[src/rtl/input_controller.sv]
// CPU input request controller: serves a switch-bank read (confirmed by a button edge) or a
// keyboard read from a scancode FIFO, answering each request with a one-cycle ack.
module input_controller #(
    parameter int unsigned KB_DEPTH       = 4,
    parameter int unsigned TIMEOUT_CYCLES = 0
) (
    input  logic                      clk,
    input  logic                      rst,
    input  logic                      req,
    input  logic [1:0]                src,
    input  logic                      sw_valid,
    input  logic [12:0]               sw_data,
    input  logic                      btn_pressed,
    input  logic [7:0]                kb_data,
    input  logic                      kb_valid,
    output logic                      ack,
    output logic [13:0]               data_out,
    output logic                      err,
    output logic                      stall,
    output logic [$clog2(KB_DEPTH):0] kb_count,
    output logic                      kb_overflow
);

    localparam int unsigned AW = $clog2(KB_DEPTH);

    typedef enum logic [2:0] {
        StIdle,
        StWaitSw,
        StWaitKb,
        StResp,
        StRelease
    } state_e;

    state_e        state_q, state_d;
    logic [13:0]   data_q, data_d;
    logic          err_q, err_d;
    logic          btn_prev_q, btn_prev_d;
    logic [31:0]   tmo_q, tmo_d;
    logic [AW-1:0] wr_ptr_q, wr_ptr_d;
    logic [AW-1:0] rd_ptr_q, rd_ptr_d;
    logic [AW:0]   count_q, count_d;
    logic          ovf_q, ovf_d;
    logic [7:0]    mem_q [KB_DEPTH];

    logic full, push, pop, tmo_hit, btn_rise;

    assign full     = (count_q == (AW+1)'(KB_DEPTH));
    assign pop      = (state_q == StWaitKb) && (count_q != '0);
    // A full FIFO still accepts a byte when the head leaves in the same cycle.
    assign push     = kb_valid && (!full || pop);
    assign tmo_hit  = (TIMEOUT_CYCLES != 0) && (tmo_q == 32'(TIMEOUT_CYCLES - 1));
    assign btn_rise = btn_pressed && !btn_prev_q;

    always_comb begin
        wr_ptr_d = push ? wr_ptr_q + AW'(1) : wr_ptr_q;
        rd_ptr_d = pop ? rd_ptr_q + AW'(1) : rd_ptr_q;
        count_d  = count_q;
        if (push && !pop) begin
            count_d = count_q + (AW+1)'(1);
        end else if (pop && !push) begin
            count_d = count_q - (AW+1)'(1);
        end
        ovf_d = ovf_q | (kb_valid && full && !pop);
    end

    always_comb begin
        state_d    = state_q;
        data_d     = data_q;
        err_d      = err_q;
        btn_prev_d = btn_prev_q;
        tmo_d      = tmo_q;
        unique case (state_q)
            StIdle: begin
                if (req) begin
                    tmo_d = '0;
                    if (src == 2'd1) begin
                        btn_prev_d = btn_pressed;
                        state_d    = StWaitSw;
                    end else if (src == 2'd2) begin
                        state_d = StWaitKb;
                    end else begin
                        data_d  = '0;
                        err_d   = 1'b1;
                        state_d = StResp;
                    end
                end
            end
            StWaitSw: begin
                btn_prev_d = btn_pressed;
                tmo_d      = tmo_q + 32'd1;
                if (btn_rise && sw_valid) begin
                    data_d  = {1'b0, sw_data};
                    err_d   = 1'b0;
                    state_d = StResp;
                end else if (tmo_hit) begin
                    data_d  = '0;
                    err_d   = 1'b1;
                    state_d = StResp;
                end
            end
            StWaitKb: begin
                tmo_d = tmo_q + 32'd1;
                if (pop) begin
                    data_d  = {6'b0, mem_q[rd_ptr_q]};
                    err_d   = 1'b0;
                    state_d = StResp;
                end else if (tmo_hit) begin
                    data_d  = '0;
                    err_d   = 1'b1;
                    state_d = StResp;
                end
            end
            StResp:    state_d = StRelease;
            StRelease: if (!req) state_d = StIdle;
            default:   state_d = StIdle;
        endcase
    end

    always_ff @(posedge clk or posedge rst) begin
        if (rst) begin
            state_q    <= StIdle;
            data_q     <= '0;
            err_q      <= 1'b0;
            btn_prev_q <= 1'b0;
            tmo_q      <= '0;
            wr_ptr_q   <= '0;
            rd_ptr_q   <= '0;
            count_q    <= '0;
            ovf_q      <= 1'b0;
        end else begin
            state_q    <= state_d;
            data_q     <= data_d;
            err_q      <= err_d;
            btn_prev_q <= btn_prev_d;
            tmo_q      <= tmo_d;
            wr_ptr_q   <= wr_ptr_d;
            rd_ptr_q   <= rd_ptr_d;
            count_q    <= count_d;
            ovf_q      <= ovf_d;
        end
    end

    // Storage needs no reset: occupancy is tracked by the pointers and count.
    always_ff @(posedge clk) begin
        if (push) begin
            mem_q[wr_ptr_q] <= kb_data;
        end
    end

    assign ack         = (state_q == StResp);
    assign data_out    = data_q;
    assign err         = err_q;
    assign kb_count    = count_q;
    assign kb_overflow = ovf_q;
    assign stall       = ((state_q == StIdle) && req) || (state_q == StWaitSw) ||
                         (state_q == StWaitKb);

endmodule

[config.mk]
export PLATFORM = sky130hd
export DESIGN_NAME = input_controller
export DESIGN_NICKNAME = d
export VERILOG_FILES = /design/src/rtl/input_controller.sv
export SDC_FILE = /design/constraint.sdc
export NUM_CORES = 1
export LEC_CHECK = 0
export CAP_MARGIN = 40
export CORE_ASPECT_RATIO = 1.4
export CORE_UTILIZATION = 50
export DETAILED_ROUTE_END_ITERATION = 12
export PLACE_DENSITY = 0.78
export SLEW_MARGIN = 0
export SYNTH_ARGS = -nofsm -noshare
export SYNTH_HDL_FRONTEND = slang
export SYNTH_SLANG_ARGS = --single-unit
[constraint.sdc]
create_clock -name clk -period 3.2 [get_ports clk]
set_input_delay 0.96 -clock clk [delete_from_list [all_inputs] [get_ports clk]]
set_output_delay 0.96 -clock clk [all_outputs]
set_load 0.05 [all_outputs]
==> results.sh, run 1 <==
export IMPL_root_buffer="clkbuf_8"
export IMPL_antenna_cells=0
export IMPL_io_buffers=48
export IMPL_yosys_cell_types_count=38
export IMPL_worst_ep_required_time_ps=2240
export IMPL_synth_largest_area_cell="edfxtp_1"
export IMPL_grt_usage=0.1969
export IMPL_ys_flop_type="edfxtp_1"
export IMPL_synth_xor_area_frac=0.02420
export IMPL_use_met3=0.05789
export IMPL_start_kind="input pin"
export IMPL_post_cts_buffers=0
export IMPL_ctsLongestPathBuffers=2
export IMPL_postRouteAntennaNets=0
export IMPL_vias_per_cell=5.248
export IMPL_gp_congestion=0.7834
export IMPL_grt_most_used_layer="met2"
export IMPL_grt_pass1_wl_mm=7.831
export IMPL_tns_ps=0
export IMPL_power_density_mw_per_mm2=1018
export IMPL_slew_violations=0
export IMPL_core_area_mm2=0.004842
export IMPL_ys_seq_area_frac=0.6360
export IMPL_antenna_found_initial=0
export IMPL_holdWs_ps=472.2
export IMPL_period_share=0.9394
export IMPL_synthMuxAreaShare=0.1274
export IMPL_overflow=0
export IMPL_cts_hold_buf=0
export IMPL_synth_top_family_by_area="multiplexers"
export IMPL_yosys_area_share_simple=0.06914
export IMPL_drt_total_wl_mm=4.716
export IMPL_hpwl_mm=3.320
export IMPL_status="completed"
export IMPL_fp_row_count=30
export IMPL_die_h_um=86.23
export IMPL_r2r_start="state_q[1]"
export IMPL_synth_top_area_frac=0.3793
export IMPL_first_iter_violations=73
export IMPL_grt_pass1_vias=1551
export IMPL_synth_compound_area_frac=0.07556
export IMPL_utilization=0.6860
export IMPL_worst_path_max_fanout=2
export IMPL_rsz0062_at_grt="false"
export IMPL_synth_cells=157
export IMPL_post_drt_wl_per_cell_um=16.72
export IMPL_die_w_um=62.16
export IMPL_ctsResizeCount=0
export IMPL_cts_tree="done"
export IMPL_drc=0
export IMPL_setup_viol=0
export IMPL_worstHoldStart="kb_overflow"
export IMPL_synth_edff_count=32
export IMPL_synthAdderAreaFrac=0.03259
export IMPL_maxCapViolations=0
export IMPL_leakage_uw=0.001309
export IMPL_ir_worst_vdd_uv=435.9
export IMPL_drtPass1Iterations=4
export IMPL_use_met1=0.2291
export IMPL_num_vias=1480
export IMPL_crit_start="req"
export IMPL_slew_headroom=0.6032
export IMPL_area_growth_pct=31.11
export IMPL_critical_path_cell_chain="clkdlybuf4s50_1 > nor3_1 > a211oi_1 > buf_12"
export IMPL_initial_core_util=0.5233
export IMPL_grt_max_degree=22
export IMPL_max_freq_ghz=0.3326
export IMPL_dieArea_mm2=0.005360
export IMPL_min_path_type="flop to flop"
export IMPL_synth_avg_cell_area_um2=16.14
export IMPL_yosys_top_cells_count="32 x edfxtp_1, 26 x dfrtp_1, 13 x a22o_1"
export IMPL_drive_above_1_share=0.2064
export IMPL_synth_most_common_cell="edfxtp_1"
export IMPL_path_class="input pin to output pin"
export IMPL_io_pins=50
export IMPL_nets=248
export IMPL_cts_max_level=3
export IMPL_synth_seq_cells=58
export IMPL_cts_sinks=58
export IMPL_arrival_ps=2050
export IMPL_clk_pin_slew_ps=60
export IMPL_fin_skew_ps=5.218
export IMPL_cpMaxStageDelayCell="clkdlybuf4s50_1"
export IMPL_clock_latency_ps=330
export IMPL_tightest_slew_ps=595.1
export IMPL_syn_nets=192
export IMPL_grtUsageMet2=0.3506
export IMPL_hold_violations=0
export IMPL_fin_crit_ps=3006
export IMPL_syn_area_mm2=0.002534
export IMPL_numCtsBuffers=9
export IMPL_async_reset_ff_frac=0.4483
export IMPL_slowest_delay_ps=480
export IMPL_yosysWarnings=0
export IMPL_cp_end_kind="output pin"
export IMPL_synthTopCellsByArea="edfxtp_1 38%, dfrtp_1 26%, mux4_2 7.1%"
[cells in the final DEF, fill, tap and decap left out, types with 3 or more instances in the layout]
cell type	instances
nor2_1	9
xor2_1	3
mux4_2	8
clkdlybuf4s50_1	47
clkbuf_8	10
mux2_4	8
buf_4	3
nor3_1	3
xnor2_1	4
edfxtp_1	32
a22o_1	13
inv_1	9
dfrtp_1	26
ha_1	5
and2_1	4
[worst paths after layout]
path | to | slack (ps) | cells past startpoint
worst min register to register | kb_overflow | 470 | 1
worst max-delay path | stall | 190 | 4
worst min-delay path | kb_overflow | 470 | 1
worst max register to register | kb_count[2] | 840 | 8
min in group asynchronous | data_out[0] | 870 | 2
max in group asynchronous | kb_count[1] | 1920 | 3
[sequential cells by signal, summed over array words and instances, names as in the netlist, 2 cells and up]
name and flops:
data_out 13, kb_count 3, mem_q 32, rd_ptr_q 2
state_q 3, wr_ptr_q 2
[report_power, final]
group | total [uW] | switching, uW | internal, uW | leakage (uW)
registers | 1220 | 197 | 1020 | 0.000621
logic | 1430 | 772 | 661 | 0.000579
clock network | 734 | 277 | 457 | 0.000109
[metrics by stage]
step,setup slack (ps),instance area (um2),std cells,total power (uW)
after floorplan,51.74,2534,157,2264
after global placement,202.2,3075,265,2595
after detailed placement,197.3,3103,266,2668
after CTS,190.7,3322,282,3420
after global routing,140.0,3322,282,3570
final,193.8,3322,282,3382
[cells by family after synthesis]
| family | Yosys count |
|---|---|
| compound gates | 23 |
| xor+xnor | 7 |
| fa+ha+maj | 6 |
| buf+inv | 16 |
| flops | 58 |
| mux | 18 |
| other cells | 1 |
| simple gates | 28 |
[critical path: cells and delay by family]
family,cells,cell delay [ps]
AOI/OAI and AO/OA,1,360
and+or+nand+nor,1,50
buffers and inverters,2,670
[final cells by class]
cell class | instances | area (um2)
fillers | 323 | 1520
clock inverters | 5 | 77.57
multi-input cells | 83 | 837.1
clock buffers | 11 | 141.4
well taps | 64 | 80.08
repair buffers | 52 | 540.5
inverters | 9 | 33.78
flip-flops and latches | 58 | 1612
[metal layers]
layer	vias to the layer above	routed length (um)
met5	-	0
met1	744	1908
li1	695	-
met3	5	161
met2	36	2611
met4	0	35
Power figures use the tool's default switching activity.
==> run 2, diff against run 1 <==
--- a/config.mk
+++ b/config.mk
@@ -7,9 +7,8 @@
 export LEC_CHECK = 0
 export CAP_MARGIN = 40
 export CORE_ASPECT_RATIO = 1.4
-export CORE_UTILIZATION = 50
+export CORE_UTILIZATION = 40
 export DETAILED_ROUTE_END_ITERATION = 12
-export PLACE_DENSITY = 0.78
 export SLEW_MARGIN = 0
 export SYNTH_ARGS = -nofsm -noshare
 export SYNTH_HDL_FRONTEND = slang
==> run 2 against run 1 <==
Sequential share of layout area is 0.18 points higher; first-iteration DRC count is 21% higher; power is 0.75% lower; clock power hardly changed; critical path type unchanged; critical endpoint unchanged.
==> results.sh, run 2 (synthesis results as in run 1) <==
export IMPL_status="completed"
export IMPL_core_area_mm2=0.005987
export IMPL_utilization=0.5528
export IMPL_pwr_share_seq=0.363
export IMPL_gp_congestion=0.7863
export IMPL_tns_ps=0
export IMPL_pwr_share_comb=0.418
export IMPL_rsz0062_at_grt="false"
export IMPL_clock_latency_ps=330
export IMPL_drt_total_wl_mm=4.553
export IMPL_cts_hold_buf=0
export IMPL_cpMaxStageDelayCell="clkdlybuf4s50_1"
export IMPL_drtPass1Iterations=4
export IMPL_period_share=0.9490
export IMPL_regMostFlops="mem_q"
export IMPL_initial_core_util=0.4232
export IMPL_power_density_mw_per_mm2=1014
export IMPL_r2r_start="state_q[1]"
export IMPL_numCtsBuffers=9
export IMPL_min_path_type="flop to flop"
export IMPL_hpwl_mm=3.353
export IMPL_slew_violations=0
export IMPL_grt_max_degree=27
export IMPL_p_sw_uw=1224
export IMPL_area_growth_pct=30.62
export IMPL_cts_sinks=58
export IMPL_slowest_delay_ps=490
export IMPL_clk_pin_slew_ps=60
export IMPL_tightest_slew_ps=571.6
export IMPL_antenna_cells=0
export IMPL_setup_viol=0
export IMPL_fp_row_count=33
export IMPL_io_pins=50
export IMPL_root_buffer="clkbuf_8"
export IMPL_worstHoldStart="kb_overflow"
export IMPL_postRouteAntennaNets=0
export IMPL_dieArea_mm2=0.006661
export IMPL_cts_tree="done"
export IMPL_drc=0
export IMPL_crit_start="req"
export IMPL_final_common_cell="clkdlybuf4s50_1"
export IMPL_fin_crit_ps=3037
export IMPL_first_iter_violations=88
export IMPL_nets=248
export IMPL_cts_max_level=3
export IMPL_slew_headroom=0.6190
export IMPL_placedCellCount=272
export IMPL_leakage_uw=0.001301
export IMPL_io_buffers=48
export IMPL_r2r_slack_ps=820
export IMPL_grt_pass1_wl_mm=7.521
export IMPL_cp_end_kind="output pin"
export IMPL_fin_skew_ps=10.11
export IMPL_start_kind="input pin"
export IMPL_arrival_ps=2080
export IMPL_post_cts_buffers=0
export IMPL_num_vias=1477
export IMPL_grt_pass1_vias=1551
export IMPL_hold_violations=0
export IMPL_die_w_um=69.27
export IMPL_p_int_uw=2133
export IMPL_grt_usage=0.1533
export IMPL_max_freq_ghz=0.3293
export IMPL_vias_per_cell=5.128
export IMPL_maxCapViolations=0
export IMPL_mostFrequentLayoutCells="47 x clkdlybuf4s50_1, 32 x edfxtp_1, 26 x dfrtp_1, 13 x a22o_1, 10 x clkbuf_8"
export IMPL_fin_cells=288
export IMPL_path_class="input pin to output pin"
export IMPL_ir_worst_vdd_uv=500.7
export IMPL_die_h_um=96.17
export IMPL_ctsResizeCount=0
export IMPL_drive_above_1_share=0.2064
export IMPL_largest_register_ffs=32
export IMPL_worst_path_max_fanout=2
export IMPL_clkPwrFrac=0.219
export IMPL_post_drt_wl_per_cell_um=15.81
export IMPL_worst_ep_required_time_ps=2240
export IMPL_ctsLongestPathBuffers=2
export IMPL_overflow=0
export IMPL_antenna_found_initial=0
export IMPL_switching_share=0.3646
export IMPL_critical_path_cell_chain="clkdlybuf4s50_1 > nor3_1 > a211oi_1 > buf_12"
[run 2: critical path, delay by kind of cell]
family	cells	cell delay [ps]
compound gates	1	380
buf+inv	2	680
simple gates	1	60
[run 2: per-layer routing]
metal | vias to the layer above | GRT usage | share of wire
met1 | 726 | 0.1748 | 0.42
li1 | 701 | - | -
met2 | 40 | 0.2638 | 0.51
met5 | - | 0 | 0
met4 | 0 | 0.09694 | 0.025
met3 | 10 | 0.03246 | 0.043
[run 2: through the flow]
stage | area (um2) | total power (uW) | setup WS [ps] | hold WS [ps]
after CTS | 3309 | 3402 | 160.8 | 483.0
final | 3309 | 3357 | 163.1 | 475.5
after floorplan | 2534 | 2264 | 51.74 | 471.7
after global placement | 3090 | 2618 | 201.5 | 452.1
after detailed placement | 3090 | 2660 | 173.0 | 467.5
after global routing | 3309 | 3543 | 77.82 | 502.2
[run 2: path summary, 6_finish.rpt]
kind                          endpoint  cells past startpoint
setup / recovery                 stall                      4
min in group asynchronous  data_out[7]                      3
setup reg to reg           kb_count[2]                      8
hold / removal             kb_overflow                      1
hold reg to reg            kb_overflow                      1
max in group asynchronous  rd_ptr_q[1]                      3
[run 2: cell type report]
cell class / count / area (um2)
clock buffer: 11 / 141.4
clock inverter: 5 / 77.57
fill: 489 / 2678
inverter: 9 / 33.78
multi-input combinational: 83 / 837.1
sequential: 58 / 1612
tap: 70 / 87.58
timing repair buffer: 52 / 520.5
[run 2: power by group through the flow]
stage / Sequential, uW / Clock, uW / Combinational [uW]
3_5_place_dp: 1240 / 0 / 1420
6_report: 1220 / 735 / 1400
4_1_cts: 1220 / 751 / 1430
3_3_place_gp: 1220 / 0 / 1400
5_1_grt: 1250 / 787 / 1500
2_1_floorplan: 1410 / 0 / 852
==> run 3, diff against run 2 <==
--- a/config.mk
+++ b/config.mk
@@ -6,9 +6,9 @@
 export NUM_CORES = 1
 export LEC_CHECK = 0
 export CAP_MARGIN = 40
-export CORE_ASPECT_RATIO = 1.4
 export CORE_UTILIZATION = 40
 export DETAILED_ROUTE_END_ITERATION = 12
+export SETUP_SLACK_MARGIN = 0.4
 export SLEW_MARGIN = 0
 export SYNTH_ARGS = -nofsm -noshare
 export SYNTH_HDL_FRONTEND = slang
==> run 3 against run 2 <==
Utilization about the same; highest routed layer unchanged; combinational power about the same; fmax rose by 14%; largest cell class unchanged.
==> results.sh, run 3 (synthesis results as in run 1) <==
export IMPL_status="completed"
export IMPL_overflow=0
export IMPL_drive_above_1_share=0.2110
export IMPL_setup_viol=0
export IMPL_leakage_uw=0.001318
export IMPL_fin_skew_ps=6.152
export IMPL_routed_wl_met2_mm=2.175
export IMPL_ir_worst_vdd_uv=499.7
export IMPL_nFillCells=507
export IMPL_fp_row_count=28
export IMPL_hold_violations=0
export IMPL_hpwl_mm=3.289
export IMPL_arrival_ps=1710
export IMPL_num_vias=1452
export IMPL_cts_tree="done"
export IMPL_slew_violations=0
export IMPL_setup_ws_ps=530.9
export IMPL_pre_cts_ws_ps=285.7
export IMPL_cts_max_level=3
export IMPL_tns_ps=0
export IMPL_slowest_delay_ps=550
export IMPL_critical_path_cell_chain="nand2b_1 > nor2_1 > dlygate4sd2_1"
export IMPL_grt_max_degree=27
export IMPL_worst_ep_required_time_ps=2240
export IMPL_clock_latency_ps=320
export IMPL_root_buffer="clkbuf_8"
export IMPL_multi_input_area_um2=842.1
export IMPL_wirelength_met1_mm=2.106
export IMPL_drc=0
export IMPL_numCtsBuffers=9
export IMPL_cpMaxStageDelayCell="dlygate4sd2_1"
export IMPL_min_path_type="flop to flop"
export IMPL_first_iter_violations=67
export IMPL_drt_total_wl_mm=4.576
export IMPL_antenna_cells=0
export IMPL_power_density_mw_per_mm2=1025
export IMPL_highest_layer="met4"
export IMPL_post_drt_wl_per_cell_um=15.62
export IMPL_max_freq_ghz=0.3747
export IMPL_largest_register_ffs=32
export IMPL_rsz0062_at_grt="false"
export IMPL_dieArea_mm2=0.006656
export IMPL_placedCellCount=277
export IMPL_regMostFlops="mem_q"
export IMPL_io_pins=50
export IMPL_io_buffers=48
export IMPL_critPathTopFamily="buffers and inverters"
export IMPL_start_kind="flop"
export IMPL_cts_sinks=58
export IMPL_fin_cells=293
export IMPL_grt_usage=0.1599
export IMPL_drtPass1Iterations=4
export IMPL_area_growth_pct=31.51
export IMPL_gp_congestion=0.7803
export IMPL_die_h_um=81.59
export IMPL_post_cts_buffers=0
export IMPL_grt_pass1_wl_mm=7.486
export IMPL_mostFrequentLayoutCells="45 x clkdlybuf4s50_1, 32 x edfxtp_1, 26 x dfrtp_1, 13 x a22o_1"
export IMPL_slew_headroom=0.6059
export IMPL_fin_crit_ps=2669
export IMPL_register_area_mm2=0.001612
export IMPL_cts_hold_buf=0
export IMPL_die_w_um=81.59
export IMPL_antenna_found_initial=0
export IMPL_holdWs_ps=472.2
export IMPL_clk_pin_slew_ps=60
export IMPL_final_common_cell="clkdlybuf4s50_1"
export IMPL_ctsLongestPathBuffers=2
export IMPL_path_class="flop to output pin"
export IMPL_critPathBufInv=1
export IMPL_period_share=0.8341
export IMPL_postRouteAntennaNets=0
export IMPL_met3_length_um=242
export IMPL_initial_core_util=0.4205
export IMPL_worst_path_max_fanout=9
export IMPL_tightest_slew_ps=591.1
export IMPL_nets=248
export IMPL_vias_per_cell=4.956
export IMPL_core_area_mm2=0.006026
export IMPL_maxCapViolations=0
export IMPL_grt_pass1_vias=1514
export IMPL_cp_end_kind="output pin"
run 3: worst register-to-register path, delay by kind of cell (launching register included):
kind,cells,cell delay [ps]
adder cells (fa/ha/maj),2,580
flip-flops,1,510
XOR/XNOR,2,300
AND/OR/NAND/NOR,2,600
buffers and inverters,1,60
AO/OA/AOI/OAI,1,240
run 3: per-stage QoR:
stage	total power [uW]	utilization	cell area, um2
floorplan	2271	-	2539
global placement	2632	0.5147	3102
detailed placement	2675	0.5147	3102
CTS	3467	0.5529	3332
global route	3626	0.5529	3332
finish	3415	0.5529	3332
run 3: where the power goes:
| group | total (uW) | internal [uW] | switching (uW) |
|---|---|---|---|
| clock network | 785 | 513 | 272 |
| logic | 1410 | 658 | 755 |
| registers | 1220 | 1020 | 198 |
run 3: final cells by class:
cell class                      count  share of cell area
Clock inverter                      6             0.03154
Inverter                            9             0.01014
Multi-Input combinational cell     83              0.2527
Sequential cell                    58              0.4837
Tap cell                           75             0.02816
Timing Repair Buffer               52              0.1555
Clock buffer                       10             0.03830
run 3: worst paths after layout:
kind	startpoint	end	slack, ps	cells past startpoint
max in group asynchronous	rst	rd_ptr_q[1]	1960	3
min reg2reg	kb_overflow	kb_overflow	470	1
max reg2reg	state_q[1]	kb_count[2]	840	8
min in group asynchronous	rst	data_out[7]	990	3
min	kb_overflow	kb_overflow	470	1
max	state_q[2]	ack	530	3
run 3: what timing repair did:
action | 4_1_cts | 5_1_grt
hold endpoints to repair | 0 | 0
endpoints found under the setup margin | 2 | 0
resized for setup | 2 | 0
run 3: metal layers:
| layer | track usage | vias to the layer above |
|---|---|---|
| met5 | 0 | - |
| li1 | - | 702 |
| met3 | 0.06778 | 6 |
| met4 | 0.04737 | 0 |
| met1 | 0.1934 | 705 |
| met2 | 0.2600 | 39 |
==> patch (settings of run 3) <==
The parameter `KB_DEPTH` goes from 4 to 2.
--- a/src/rtl/input_controller.sv
+++ b/src/rtl/input_controller.sv
@@ -2,5 +2,5 @@
 // keyboard read from a scancode FIFO, answering each request with a one-cycle ack.
 module input_controller #(
-    parameter int unsigned KB_DEPTH       = 4,
+    parameter int unsigned KB_DEPTH       = 2,
     parameter int unsigned TIMEOUT_CYCLES = 0
 ) (
Ports: changed (resized kb_count); port bits go from 50 to 49. The function was not compared with the original's and may differ.
==> patch against run 3 <==
  * Sequential cell count down 19
  * Largest power group unchanged
  * Wire length shrank 28%
  * Cell area decreased by 28%
  * Worst setup slack worse by 0.059 ns
  * Total power down 26%
  * Synthesized cell count decreased by 16%
  * Critical path depth rose by 1
  * Synthesized area fell by 31%
==> patch: results (changes against run 3) <==
Parameter                              Value

Global route
  Via count of the first global-routing pass ... 1100 (-27%)
  First-pass GRT wire length ... 5.18 mm (-31%)
  Maximum number of pins on one net before global-route repair ... 24 (-11%)
  Met2 track utilization from global routing ... 25.2% (-0.75 points)
  Met3 Usage GRT ... 6.83% (+0.056 points)
  GRT Overall Usage ... 16.0% (+0.047 points)
  Global-route track usage on met1 ... 19.3% (-0.050 points)
  Initial antenna violation count ... 0 (unchanged)

Power and ir drop
  Power attributed to sequential cells ... 853 µW (-30%)
  Static leakage power ... 1.02 nW (-23%)
  Switch Pwr ... 1.05 mW (-14%)
  Top pwr grp ... combinational logic
  Proportion of power drawn by combinational gates ... 50.0% (+8.6 points)
  Switching portion of total power ... 41.4% (+5.5 points)
  Peak supply drop ... 660 µV (+32%)

Clock network
  Num CTS Buffers ... 5 (-4)
  Skew-Pair Late Insertion Delay ... 0.30 ns (-0.02 ns)
  Root buffer cell ... clkbuf_8
  H-tree Lvls ... 2 (-1)

Finish
  Fill count ... 346 (-32%)
  Area growth, synth to finish ... 37.1%
  Largest register FFs ... 16 (-50%)
  Layout cell share with drive strength beyond 1 ... 13.6% (-7.5 points)
  Number of nets in the final layout ... 213 (-14%)

Route
  Met2 wire length ... 1.56 mm (-28%)
  Total length of routed met3 wires ... 253 µm (+4.5%)
  Top layer used by detailed routing ... met4
  Starting DRC count in detailed routing ... 69 (+3.0%)
  Total wire length after detailed routing ... 3.31 mm (-28%)
  Via/cell ratio ... 4.92 (-0.74%)
  Met1 wire length ... 1.48 mm (-30%)
  Detail-routed net length per standard cell ... 14.1 µm (-9.5%)

Placement
  Cell count after placement ... 226 (-18%)
  Pre-CTS worst setup slack ... 0.252 ns (-0.0332 ns)
  Area after detailed placement ... 2270 µm² (-27%)
  Post-DP HPWL ... 2.43 mm (-26%)
  Number of port buffers ... 47 (-2.1%)
  Final weighted congestion in routability-driven placement ... 0.812 (+4.1%)

Synth
  Most area-consuming cells after synthesis ... dfrtp_1 33%, edfxtp_1 28%, mux2i_1 7.5%
  Async set-reset flop share out of synthesis ... 59.0% (+14 points)
  Post-synth top cells ... 23 x dfrtp_1, 17 x nand2_1, 16 x edfxtp_1
  Avg Inst Size Synth ... 13.2 µm² (-18%)
  Net count of the mapped netlist ... 162 (-16%)
  Synth cell types ... 35 (-7.9%)
  Count of yosys warnings during synthesis ... 0 (unchanged)
  EDFF count, synth ... 16 (-50%)
  Sequential cell area fraction in the yosys report ... 60.6% (-3.0 points)

Outcome
  Run status ... complete, no violations

Setup path
  Max Fanout on Critical Path ... 3 (-6)
  Maximum cell stage delay along the critical path ... 0.27 ns (-0.28 ns)
  Crit path arrival time ... 1.77 ns (+0.06 ns)
  Source of the critical timing path ... req

Floorplan
  Core area ... 4090 µm² (-32%)

Min path
  Worst hold path startpoint ... kb_overflow

Timing
  Setup clock skew after layout ... 0.00174 ns (-0.00441 ns)
  Slew margin rel. ... 54.4% (-6.2 points)
## patch: cell count changes in the layout (fill, tap and decap cells not counted), moves of 8 or more
cell             run 3  this run
a22o_1              13         0
mux2i_1              0        13
edfxtp_1            32        16
nand2_1              2        17
mux4_2               8         0
## patch: layout make-up
class / count / area share [%]
flip-flops and latches: 39 / 44.2
multi-input cells: 79 / 26.2
repair buffers: 49 / 20.6
clock buffers: 5 / 2.88
well taps: 50 / 2.62
clock inverters: 3 / 1.99
inverters: 9 / 1.41
## patch: worst paths after layout
path | to | slack [ns] | cells after the start
min in group asynchronous | err | 1.01 | 3
worst max-delay path | stall | 0.47 | 4
worst max register to register | mem_q[1][6] | 0.74 | 4
max in group asynchronous | data_out[5] | 1.96 | 3
worst min-delay path | kb_overflow | 0.46 | 1
worst min register to register | kb_overflow | 0.46 | 1
## patch: logic make-up after synthesis
group,share of synthesized area [%]
buf+inv,3.66
flops,60.6
other cells,0.215
compound gates,7.11
simple gates,9.63
xor+xnor,3.02
fa+ha+maj,0.718
mux,15.0
